`src/rtl/ls_unit.sv`:
```
// rtl/ls_unit.sv - load/store execution unit driving a shared byte-wide memory port
module ls_unit (
    input  logic        clk,
    input  logic        rst,
    input  logic        LSworkEn,
    input  logic [31:0] operandO,
    input  logic [31:0] operandT,
    input  logic [31:0] imm,
    input  logic [5:0]  wrtTag,
    input  logic [4:0]  wrtName,
    input  logic [3:0]  opCode,
    output logic        LSreadEn,
    output logic        enLSwrt,
    output logic [5:0]  LStag,
    output logic [31:0] LSdata,
    output logic [4:0]  LSname,
    output logic        memReq,
    input  logic        memGrant,
    output logic [31:0] memAddr,
    output logic        memWr,
    output logic [7:0]  memDout,
    input  logic [7:0]  memDin
);
    localparam logic [3:0] OP_LB  = 4'd1;
    localparam logic [3:0] OP_LH  = 4'd2;
    localparam logic [3:0] OP_LW  = 4'd3;
    localparam logic [3:0] OP_LBU = 4'd4;
    localparam logic [3:0] OP_LHU = 4'd5;
    localparam logic [3:0] OP_SB  = 4'd6;
    localparam logic [3:0] OP_SH  = 4'd7;
    localparam logic [3:0] OP_SW  = 4'd8;

    localparam logic [5:0]  TAG_FREE  = 6'd0;
    localparam logic [4:0]  NAME_FREE = 5'd0;
    localparam logic [31:0] DATA_FREE = 32'd0;

    typedef enum logic [2:0] {IDLE, REQ, XFER, LAST, DONE} state_t;

    state_t      state, state_n;
    logic [31:0] addr, addr_n;
    logic [31:0] data, data_n;
    logic [31:0] result, result_n;
    logic [3:0]  op, op_n;
    logic [5:0]  tag, tag_n;
    logic [4:0]  name, name_n;
    logic [1:0]  k, k_n;
    logic [1:0]  last_k, last_k_n;

    logic        LSreadEn_n, enLSwrt_n, memReq_n, memWr_n;
    logic [5:0]  LStag_n;
    logic [4:0]  LSname_n;
    logic [31:0] LSdata_n, memAddr_n;
    logic [7:0]  memDout_n;

    logic        op_valid, is_store, accept;
    logic [1:0]  issue_last_k, k_inc, k_dec;
    logic [7:0]  next_byte;
    logic [31:0] full;

    always_comb begin
        op_valid = (opCode >= OP_LB) && (opCode <= OP_SW);
        is_store = (op >= OP_SB);
        accept   = LSreadEn && LSworkEn && op_valid;
        k_inc    = k + 2'd1;
        k_dec    = k - 2'd1;
        next_byte = 8'(data >> {k_inc, 3'b000});
        // Final byte merges straight into the CDB value so the write lands in DONE.
        full     = result | ({24'd0, memDin} << {last_k, 3'b000});
        case (opCode)
            OP_LH, OP_LHU, OP_SH: issue_last_k = 2'd1;
            OP_LW, OP_SW:         issue_last_k = 2'd3;
            default:              issue_last_k = 2'd0;
        endcase
    end

    always_comb begin
        state_n    = state;
        addr_n     = addr;
        data_n     = data;
        result_n   = result;
        op_n       = op;
        tag_n      = tag;
        name_n     = name;
        k_n        = k;
        last_k_n   = last_k;
        LSreadEn_n = LSreadEn;
        enLSwrt_n  = 1'b0;
        LStag_n    = LStag;
        LSdata_n   = LSdata;
        LSname_n   = LSname;
        memReq_n   = memReq;
        memAddr_n  = memAddr;
        memWr_n    = memWr;
        memDout_n  = memDout;
        case (state)
            IDLE, DONE: begin
                state_n = IDLE;
                if (accept) begin
                    state_n    = REQ;
                    addr_n     = operandO + imm;
                    data_n     = operandT;
                    op_n       = opCode;
                    tag_n      = wrtTag;
                    name_n     = wrtName;
                    last_k_n   = issue_last_k;
                    result_n   = '0;
                    LSreadEn_n = 1'b0;
                    memReq_n   = 1'b1;
                    memWr_n    = 1'b0;
                end
            end
            REQ: begin
                if (memGrant) begin
                    state_n   = XFER;
                    k_n       = 2'd0;
                    memAddr_n = addr;
                    memWr_n   = is_store;
                    memDout_n = data[7:0];
                end
            end
            XFER: begin
                // memDin carries the byte addressed in the previous cycle.
                if (!is_store && (k != 2'd0))
                    result_n = result | ({24'd0, memDin} << {k_dec, 3'b000});
                if (k == last_k) begin
                    memWr_n = 1'b0;
                    if (is_store) begin
                        state_n    = DONE;
                        memReq_n   = 1'b0;
                        LSreadEn_n = 1'b1;
                    end else begin
                        state_n = LAST;
                    end
                end else begin
                    k_n       = k_inc;
                    memAddr_n = addr + {30'd0, k_inc};
                    memDout_n = next_byte;
                end
            end
            LAST: begin
                state_n    = DONE;
                memReq_n   = 1'b0;
                LSreadEn_n = 1'b1;
                enLSwrt_n  = 1'b1;
                LStag_n    = tag;
                LSname_n   = name;
                case (op)
                    OP_LB:   LSdata_n = {{24{full[7]}}, full[7:0]};
                    OP_LH:   LSdata_n = {{16{full[15]}}, full[15:0]};
                    OP_LBU:  LSdata_n = {24'd0, full[7:0]};
                    OP_LHU:  LSdata_n = {16'd0, full[15:0]};
                    default: LSdata_n = full;
                endcase
            end
            default: state_n = IDLE;
        endcase
    end

    always_ff @(posedge clk or negedge rst) begin
        if (!rst) begin
            state    <= IDLE;
            addr     <= '0;
            data     <= '0;
            result   <= '0;
            op       <= '0;
            tag      <= '0;
            name     <= '0;
            k        <= '0;
            last_k   <= '0;
            LSreadEn <= 1'b1;
            enLSwrt  <= 1'b0;
            LStag    <= TAG_FREE;
            LSdata   <= DATA_FREE;
            LSname   <= NAME_FREE;
            memReq   <= 1'b0;
            memAddr  <= '0;
            memWr    <= 1'b0;
            memDout  <= '0;
        end else begin
            state    <= state_n;
            addr     <= addr_n;
            data     <= data_n;
            result   <= result_n;
            op       <= op_n;
            tag      <= tag_n;
            name     <= name_n;
            k        <= k_n;
            last_k   <= last_k_n;
            LSreadEn <= LSreadEn_n;
            enLSwrt  <= enLSwrt_n;
            LStag    <= LStag_n;
            LSdata   <= LSdata_n;
            LSname   <= LSname_n;
            memReq   <= memReq_n;
            memAddr  <= memAddr_n;
            memWr    <= memWr_n;
            memDout  <= memDout_n;
        end
    end
endmodule
```
`config.mk`:
```
export PLATFORM = sky130hd
export DESIGN_NAME = ls_unit
export DESIGN_NICKNAME = d
export VERILOG_FILES = /design/src/rtl/ls_unit.sv
export SDC_FILE = /design/constraint.sdc
export NUM_CORES = 1
export LEC_CHECK = 0
export CORE_ASPECT_RATIO = 1.1
export CORE_UTILIZATION = 40
export DETAILED_ROUTE_END_ITERATION = 10
export PLACE_DENSITY = 0.76
export SLEW_MARGIN = 10
export SYNTH_ARGS = -nofsm -noshare
export SYNTH_HDL_FRONTEND = slang
export SYNTH_SLANG_ARGS = --single-unit
```
`constraint.sdc`:
```
create_clock -name clk -period 2.4 [get_ports clk]
set_input_delay 0.48 -clock clk [delete_from_list [all_inputs] [get_ports clk]]
set_output_delay 0.48 -clock clk [all_outputs]
set_load 0.05 [all_outputs]
```
==> flow_summary.ini <==
[status]
run_status = finished, final reports clean

[logic_synthesis]
yosysTopAreaCell = dfrtp_1
yosys.area.top_type_share_pct = 48.7
synthMuxAreaShare_pct = 1.35
ys.flop_type = dfrtp_1
synth-xor-area-share_pct = 4.85
syn_nets = 1353
syn_area_um2 = 10500
synthSimpleGateAreaFrac_pct = 19.7
synth_compound_area_share_pct = 17.8
synthCells = 1194
synth_common_cells = nand2_1 (323), dfrtp_1 (204), a21oi_1 (107), o21ai_0 (100), nor2_1 (85)
synth_edf_count = 0
yosysSeqAreaShare_pct = 48.9
synthArstFlopShare_pct = 100
ys_ff_latch = 205
syn_area_per_cell_um2 = 8.78
synth.distinct_cells = 63
synth_top_family_by_area = simple AND/OR/NAND/NOR gates
yosysMostFrequentCell = nand2_1
yosys.area_share.adder_pct = 4.44
netlist_top_cells_area = dfrtp_1 (49%), nand2_1 (12%), a21oi_1 (5.1%), o21ai_0 (4.8%), ha_1 (4.1%)
yosysWarnings = 0

[die]
ioPinCount = 210
die_width_um = 156
coreArea_um2 = 25500
rows = 61
die_h_um = 172
start_util_pct = 41.1
die_area_um2 = 26900

[worst_setup_path]
cp.arrival_ns = 2.72
path_buf_inv = 1
critical_path_class = in -> reg
critPathTopFamily = compound AO/OA/AOI/OAI gates
worstPathCellList = clkdlybuf4s50_1 -> ha_4 -> and3_1 -> a221o_1 -> a21oi_4 -> o311ai_4 -> a41oi_2 -> xor2_1 -> o21ai_1
critPathMaxStageDelay_ns = 0.50
cp_max_fo = 4
critical_path.slowest_cell = clkdlybuf4s50_1
required_ns = 2.78
worst_r2r_path_depth = 10
critPathLaunchType = input port
r2r_slack_ns = 0.06
r2r_end = memAddr[25]
cp-end-kind = register
reg2reg_from = k[1]

[power]
p_per_area_nw_per_um2 = 1250
swShare_pct = 42.7
power.total_mw = 18.7
pwr-share-clk_pct = 19.5
p_switching_mw = 7.97
seqPwrFrac_pct = 32.5
internal_power_mw = 10.7
pwr-share-comb_pct = 48.0
p_leak_nw = 6.79
ir_drop_uv = 710

[sta]
rsz0062_at_grt = true
final.setup.worst_slack_ns = 0.0594
setup-violations-final = 0
tightest_slew_ns = 0.681
finalClockSkew_ns = 0.00800
min_period_over_period_pct = 97.5
tns_ns = 0
hold_viol = 0
fmax_mhz = 427
slew_violations = 0
min_period_ns = 2.34
slew-limit-headroom_pct = 54.3

[layout]
final_nets = 1657
drive_gt1_share_pct = 15.4
multi_input_area_um2 = 5330
seq_area_um2 = 5130
antenna_cells = 0
synthToLayoutAreaGrowth_pct = 42.3
fillers = 2234

[detailed_routing]
antenna_left = 0
drt-vias-per-instance = 5.18
dr_total_vias = 9622
remaining_drc_errors = 0
first_pass_iters = 5
finalWirelength_mm = 29.7
drt_iter0_drc = 499
wire_per_inst_um = 16.0

[global_route]
gr-total-overflow = 0
grt_pass1_wl_mm = 47.9
grt_usage_pct = 22.2
antenna_found_initial = 0
grt_pass1_vias = 9597
grt_max_degree = 84

[hold_path]
min_path_cells = 4
min_from = operandO[0]
holdPathEnd = addr[0]
min-delay-path-class = in -> reg

[clock_network]
clkSinkCount = 205
clk_pin_slew_worst_paths_ns = 0.06
cts_buffer_depth = 3
cts_tree = done
cts-root-buf = clkbuf_16
clk-insertion-delay-late_ns = 0.50
cts_buffers = 22
cts_htree_levels = 1

[placement]
preCtsSetupSlack_ns = -0.808
dpl.hpwl_mm = 21.9
routabilityCongestion = 0.903
port_buffers = 209

[flow_run]
max_cap_viol_count = 0
## per-layer routing
metal  share of wire [%]  global-route usage [%]  up-vias
met5                   0                       0        -
met4                 2.3                    6.39        0
met1                  41                    27.3     4608
met2                  52                    40.7      260
met3                 4.5                    2.72       53
li1                    -                       -     4701
## logic make-up after synthesis
| group | Yosys count |
|---|---|
| simple gates | 488 |
| fa+ha+maj | 36 |
| flops | 205 |
| mux | 13 |
| xor+xnor | 58 |
| buf+inv | 79 |
| compound gates | 315 |
## cells in the final DEF, fill, tap and decap left out, types with 6 or more instances in the layout
master,n
a21o_1,13
a21oi_1,103
and3_1,8
buf_12,7
buf_4,124
clkbuf_16,23
clkdlybuf4s50_1,198
dfrtp_1,204
dlymetal6s2s_1,7
ha_1,26
ha_4,7
inv_1,15
mux2_2,9
nand2_1,320
nand3_1,11
nand4_1,12
nor2_1,81
nor3_1,9
o211ai_1,6
o21a_1,19
o21ai_0,98
o21ai_1,8
o22a_1,16
o22ai_1,10
xnor2_1,27
xor2_1,28
## tightest hold or removal path, stage by stage
cell,delay (ns)
clkbuf_2,0.10
ha_4,0.14
nand2_1,0.04
nand2_1,0.05
## power groups by stage
stage | registers (mW) | clock network [mW] | logic [mW]
after floorplan | 8.13 | 0 | 3.48
after global placement | 6.03 | 0 | 8.64
after detailed placement | 6.10 | 0 | 8.85
after CTS | 6.06 | 3.70 | 8.93
after global routing | 6.26 | 3.84 | 9.72
final | 6.06 | 3.64 | 8.95
## sequential cells by signal, summed over array words and instances (netlist names)
name      flops
addr         32
name          5
result       32
memAddr      32
memReq        1
LSname        5
last_k        2
LStag         6
enLSwrt       1
k             2
op            4
memWr         1
LSdata       32
state         3
data         32
tag           6
LSreadEn      1
memDout       8
## area by class of cell
type | count | area share (%)
Clock buffer | 30 | 4.23
Clock inverter | 8 | 0.973
Inverter | 18 | 0.453
Multi-Input combinational cell | 910 | 35.7
Sequential cell | 205 | 34.4
Tap cell | 346 | 2.90
Timing Repair Buffer | 341 | 21.3
## per-stage QoR
stage	cell area, µm²	hold WS [ns]	std cells	util, %
final	14900	0.349	1858	58.5
after global routing	14900	0.373	1858	58.5
after CTS	14700	0.470	1856	57.8
after detailed placement	13900	0.457	1816	54.5
after global placement	13900	0.446	1816	54.5
after floorplan	10500	0.184	1194	-
## timing repair
item                       4_1_cts  5_1_grt
pin swaps                        8       15
setup endpoints to repair       23       36
hold endpoints to repair        25        0
hold buffers                     1        0
setup buffers                    1        2
resized for setup               15       37
## worst max-delay path by stage
stage,end,cells after the start,slack [ns],start
floorplan,addr[30],9,-0.02,operandO[0]
global placement,addr[24],10,-0.74,operandO[0]
detailed placement,addr[24],10,-0.81,operandO[0]
CTS,addr[18],10,0.003,operandO[8]
global route,addr[18],10,-0.02,operandO[8]
finish,addr[30],9,0.06,imm[3]
(Power assumes the default switching activity.)
